`src/rtl/boot_pkg.sv`:
```
// Shared state encoding and default widths for the instruction-memory boot sequencer.
package boot_pkg;
  localparam int DEFAULT_DATA_WIDTH    = 32;
  localparam int DEFAULT_ADDR_WIDTH    = 8;
  localparam int DEFAULT_RELEASE_DELAY = 4;

  typedef enum logic [2:0] {
    IDLE  = 3'd0,
    LOAD  = 3'd1,
    FLUSH = 3'd2,
    RUN   = 3'd3,
    ERROR = 3'd4
  } state_t;
endpackage

```
`src/rtl/imem_boot_sequencer_release_timer.sv`:
```
// Down-counter that holds the core in reset for DELAY cycles after the final write.
// expire is high in the last counted cycle so the sequencer leaves FLUSH on time.
module release_timer #(
  parameter int DELAY = 4
) (
  input  logic clk,
  input  logic rst,
  input  logic load,
  output logic expire
);
  localparam int CW = $clog2(DELAY + 1);

  logic [CW-1:0] cnt;

  always_ff @(posedge clk or posedge rst) begin
    if (rst) begin
      cnt <= '0;
    end else if (load) begin
      cnt <= CW'(DELAY);
    end else if (cnt != '0) begin
      cnt <= cnt - CW'(1);
    end
  end

  assign expire = (cnt == CW'(1));
endmodule

```
`src/rtl/imem_boot_sequencer.sv`:
```
// Streams a boot image into instruction memory, then releases the core reset.
// Optional checksum of the loaded image is enabled by defining BOOT_CHECKSUM_EN.
module imem_boot_sequencer
  import boot_pkg::*;
#(
  parameter int DATA_WIDTH    = DEFAULT_DATA_WIDTH,
  parameter int ADDR_WIDTH    = DEFAULT_ADDR_WIDTH,
  parameter int RELEASE_DELAY = DEFAULT_RELEASE_DELAY
) (
  input  logic                  clk,
  input  logic                  reset,
  input  logic                  start,
  input  logic                  ld_valid,
  input  logic [DATA_WIDTH-1:0] ld_data,
  input  logic                  ld_last,
  output logic                  ld_ready,
  output logic                  imem_we,
  output logic [ADDR_WIDTH-1:0] imem_addr,
  output logic [DATA_WIDTH-1:0] imem_wdata,
  output logic                  core_reset_n,
  output logic                  busy,
  output logic                  done,
  output logic                  err_overflow,
  output logic [ADDR_WIDTH:0]   word_count,
  output state_t                state
`ifdef BOOT_CHECKSUM_EN
  ,
  input  logic [DATA_WIDTH-1:0] chk_expected,
  output logic                  chk_ok
`endif
);
  // Handshake: a word transfers on a rising edge where ld_valid and ld_ready are both 1;
  // ld_ready is high only in LOAD and ld_data/ld_last must be stable while ld_valid is high.
  logic accept;
  logic last_idx;
  logic chk_pass;
  logic restart;
  logic timer_load;
  logic timer_expire;

  assign accept   = ld_valid & ld_ready;
  assign last_idx = (word_count[ADDR_WIDTH-1:0] == {ADDR_WIDTH{1'b1}});
  assign restart  = start & ((state == IDLE) | (state == RUN) | (state == ERROR));

`ifdef BOOT_CHECKSUM_EN
  logic [DATA_WIDTH-1:0] chk_acc;
  logic [DATA_WIDTH-1:0] chk_next;

  assign chk_next = chk_acc ^ ld_data;
  assign chk_pass = (chk_next == chk_expected);

  always_ff @(posedge clk or posedge reset) begin
    if (reset) begin
      chk_acc <= '0;
      chk_ok  <= 1'b0;
    end else if (restart) begin
      chk_acc <= '0;
      chk_ok  <= 1'b0;
    end else if (accept) begin
      chk_acc <= chk_next;
      if (ld_last && chk_pass) chk_ok <= 1'b1;
    end
  end
`else
  assign chk_pass = 1'b1;
`endif

  assign timer_load = accept & ld_last & chk_pass;

  release_timer #(
    .DELAY(RELEASE_DELAY)
  ) u_release_timer (
    .clk   (clk),
    .rst   (reset),
    .load  (timer_load),
    .expire(timer_expire)
  );

  always_ff @(posedge clk or posedge reset) begin
    if (reset) begin
      state        <= IDLE;
      ld_ready     <= 1'b0;
      imem_we      <= 1'b0;
      imem_addr    <= '0;
      imem_wdata   <= '0;
      core_reset_n <= 1'b0;
      busy         <= 1'b0;
      done         <= 1'b0;
      err_overflow <= 1'b0;
      word_count   <= '0;
    end else begin
      imem_we <= 1'b0;
      case (state)
        IDLE, RUN, ERROR: begin
          if (start) begin
            state        <= LOAD;
            ld_ready     <= 1'b1;
            busy         <= 1'b1;
            done         <= 1'b0;
            core_reset_n <= 1'b0;
            err_overflow <= 1'b0;
            word_count   <= '0;
          end
        end
        LOAD: begin
          if (accept) begin
            imem_we    <= 1'b1;
            imem_addr  <= word_count[ADDR_WIDTH-1:0];
            imem_wdata <= ld_data;
            word_count <= word_count + (ADDR_WIDTH+1)'(1);
            // The last-word marker wins over overflow at the top address.
            if (ld_last) begin
              ld_ready <= 1'b0;
              if (chk_pass) begin
                state <= FLUSH;
              end else begin
                state <= ERROR;
                busy  <= 1'b0;
              end
            end else if (last_idx) begin
              state        <= ERROR;
              ld_ready     <= 1'b0;
              busy         <= 1'b0;
              err_overflow <= 1'b1;
            end
          end
        end
        FLUSH: begin
          if (timer_expire) begin
            state        <= RUN;
            busy         <= 1'b0;
            done         <= 1'b1;
            core_reset_n <= 1'b1;
          end
        end
        default: begin
          state    <= IDLE;
          ld_ready <= 1'b0;
          busy     <= 1'b0;
        end
      endcase
    end
  end
endmodule

```
`config.mk`:
```
export PLATFORM = sky130hd
export DESIGN_NAME = imem_boot_sequencer
export DESIGN_NICKNAME = d
export VERILOG_FILES = /design/src/rtl/boot_pkg.sv /design/src/rtl/imem_boot_sequencer_release_timer.sv /design/src/rtl/imem_boot_sequencer.sv
export SDC_FILE = /design/constraint.sdc
export NUM_CORES = 1
export LEC_CHECK = 0
export CORE_UTILIZATION = 45
export DETAILED_ROUTE_END_ITERATION = 16
export GPL_TIMING_DRIVEN = 1
export PLACE_DENSITY = 0.86
export RECOVER_POWER = 50
export SLEW_MARGIN = 20
export SYNTH_ARGS = -nofsm -noshare
export SYNTH_HDL_FRONTEND = slang
export SYNTH_SLANG_ARGS = --single-unit
```
`constraint.sdc`:
```
create_clock -name clk -period 1.8 [get_ports clk]
set_input_delay 0.18 -clock clk [delete_from_list [all_inputs] [get_ports clk]]
set_output_delay 0.18 -clock clk [all_outputs]
set_load 0.01 [all_outputs]
```
==> summary.md <==
| Metric | Value |
|---|---|
| Setup Skew | `0.005709 ns` |
| Syn. warnings | `0` |
| H-tree depth | `3` |
| Routed len/inst | `14.34 um` |
| Die H | `79.05 um` |
| # fillers | `437` |
| Via/cell ratio | `5.198` |
| Smallest setup slack after layout | `0.1421 ns` |
| CTS root buffer | `clkbuf_8` |
| Post-synth EDFFs | `0` |
| CTS clk-pin slew, worst paths | `0.06 ns` |
| Final period util | `0.9210` |
| Worst relative slew slack | `0.1400` |
| Row count | `27` |
| Ant diodes | `0` |
| Post-synthesis cell count | `294` |
| Top cell type's share of synthesized area | `0.5621` |
| Syn Nets | `335` |
| Vias in the first global route | `2390` |
| Post-synthesis cell type count | `41` |
| Synth area leaders | `dfrtp_1, nand2_1, ha_1` |
| Starting Density | `0.4763` |
| Setup_tns | `0 ns` |
| CP Cell Sequence | `buf_4 > clkdlybuf4s50_1` |
| Worst setup EP type | `primary output` |
| RSZ-0062 raised after global routing | `false` |
| CTS tree | `done` |
| Setup WS pre-CTS | `0.04726 ns` |
| Synth Area per Inst | `9.086 um^2` |
| Io pins | `95` |
| Dpl hpwl | `4.764 mm` |
| Final ANT Viol Nets | `0` |
| Clock latency on the worst-skew pair | `0.33 ns` |
| CP startpoint kind | `flop` |
| Fmax achieved | `0.6032 GHz` |
| Antenna violations before repair | `0` |
| Cell leakage power | `1.887 nW` |
| VDD IR max | `1.002 mV` |
| Worst EP arrival | `1.48 ns` |
| Mapped cell area | `2671 um^2` |
| Hold_buf cts | `0` |
| CP max stage delay | `0.54 ns` |
| DRC | `0` |
| Slowest-stage cell, CP | `clkdlybuf4s50_1` |
| PortBufs | `94` |
| Global placer's final weighted congestion | `0.8786` |
| Vias | `2464` |
| Total grt overflow | `0` |
| Pwr per Cell Area | `1514 nW/um^2` |
| FF+latch count, synth | `60` |
| Post-CTS sizing | `0` |
| Crit Path Category | `reg -> out` |
| Crit path max-delay family | `buffers and inverters` |
| Peak fanout along the critical path | `7` |
| DR iter-0 viols | `116` |
| Final setup fails | `0` |
| Clk buf depth | `2` |
| Core Box Area | `5608 um^2` |
| Area leader, netlist | `dfrtp_1` |
| Pins Over Slew Limit | `0` |
| Storage cell area | `1503 um^2` |
| Post-CTS setup buffers | `0` |
| Share of cells above drive strength 1 | `0.09701` |
| Synth Flop Type | `dfrtp_1` |
| Largest net degree at the start of global routing | `61` |
| Global-route wire length before repair | `11.38 mm` |
| Final Critical Period | `1.658 ns` |
| Slew @ Worst Pin | `1.290 ns` |
| Total GRT Usage | `0.2385` |
| Final Hold Viols | `0` |
| CTS sink count | `60` |
| Final WL | `6.797 mm` |
| Max_cap viols | `0` |
| Die Wd | `79.05 um` |
| CTS Buf Count | `9` |
| Run status | `complete, no violations` |
| CP Buf/Inv Count | `2` |
| Most numerous cell in the Yosys netlist | `nand2_1` |
| Die ar. | `6248 um^2` |
| Worst Path Required | `1.62 ns` |
| Pre-Repair DR Iteration Count | `4` |
| Final net count | `441` |
| Synth top cells by count | `nand2_1, dfrtp_1, inv_1, nor2_1, o21ai_0` |
| Hold crit path type | `in -> reg` |
| Post-synthesis sequential area ratio | `0.5621` |
| Multi-input logic area | `1054 um^2` |
| Syn-to-layout area delta | `47.07%` |
| Post-synthesis async set-or-reset flop share | `1.000` |
cells by family (layout without fill, tap and decap cells):
logic type                 count (synthesis)  count (layout)  share of synthesized area
DFF                                       60              60                     0.5621
xor gates and xnor gates                   4               4                    0.01312
AOI/OAI and AO/OA                         30              30                    0.08010
muxes                                      3               3                    0.01218
adders and majority gates                  4               4                    0.01874
buffers and inverters                     25             133                    0.04543
and+or+nand+nor                          168             168                     0.2684
path summary, 6_finish.rpt:
kind / from / cells past startpoint / end / slack, ns
worst max register to register: state[1]$_DFFE_PP0P_ / 4 / word_count[7]$_DFFE_PP0P_ / 0.15
min in group asynchronous: reset / 3 / u_release_timer.cnt[0]$_DFFE_PP0P_ / 0.60
worst max-delay path: state[2]$_DFFE_PP0P_ / 2 / state[2] / 0.14
max in group asynchronous: reset / 3 / state[0]$_DFFE_PP0P_ / 0.34
worst min-delay path: ld_data[11] / 3 / imem_wdata[11]$_DFFE_PP0P_ / 0.37
worst min register to register: imem_addr[4]$_DFFE_PP0P_ / 2 / imem_addr[4]$_DFFE_PP0P_ / 0.47
flip-flops by register name, summed over array words and instances (netlist names):
register	cells
ld_ready	1
done	1
busy	1
err_overflow	1
state	3
u_release_timer.cnt	3
imem_wdata	32
imem_addr	8
word_count	9
imem_we	1
cell type report:
cell class              instances  share of cell area
flip-flops and latches         60              0.3825
clock buffers                  10             0.03503
multi-input cells             209              0.2682
clock inverters                 3             0.01019
inverters                      11             0.01051
repair buffers                109              0.2707
well taps                      72             0.02293
where the power goes:
part / internal [mW] / leakage (nW) / switching, mW
clock: 0.648 / 0.0939 / 0.489
combinational: 1.34 / 1.02 / 1.33
sequential: 1.83 / 0.771 / 0.310
total: 3.82 / 1.89 / 2.13
routing by layer:
metal,part of all wire,vias up,global-route usage
met5,0,-,0
met4,0.025,0,0.1109
met3,0.070,20,0.04943
met2,0.49,105,0.3931
met1,0.42,1182,0.3003
li1,-,1157,-
through the flow:
step / total power, mW / std cells / util / area [um^2] / hold WS (ns)
floorplan: 3.502 / 294 / - / 2671 / 0.2854
global placement: 4.773 / 461 / 0.6705 / 3760 / 0.4563
detailed placement: 4.913 / 461 / 0.6705 / 3760 / 0.4639
finish: 5.948 / 474 / 0.7006 / 3929 / 0.3703
global route: 6.378 / 474 / 0.7006 / 3929 / 0.3681
CTS: 6.067 / 474 / 0.7021 / 3938 / 0.2422
tightest hold or removal path, stage by stage:
cell and delay, ns:
clkdlybuf4s50_1 0.40, nand2_1 0.05, nand2_1 0.04
placed cells by master, fill, tap and decap left out, drive strengths merged, types with 2 or more instances in the layout:
| master | n |
|---|---|
| a211oi | 2 |
| a21oi | 7 |
| buf | 15 |
| clkbuf | 10 |
| clkdlybuf4s50 | 69 |
| clkinv | 4 |
| dfrtp | 60 |
| dlygate4sd3 | 25 |
| ha | 4 |
| inv | 9 |
| mux2 | 2 |
| nand2 | 126 |
| nand3 | 8 |
| nor2 | 11 |
| nor2b | 2 |
| nor3 | 8 |
| nor3b | 2 |
| o211ai | 2 |
| o21ai | 9 |
| o2bb2ai | 3 |
| or2 | 2 |
| or3 | 3 |
| xnor2 | 3 |
(Power assumes the default switching activity.)
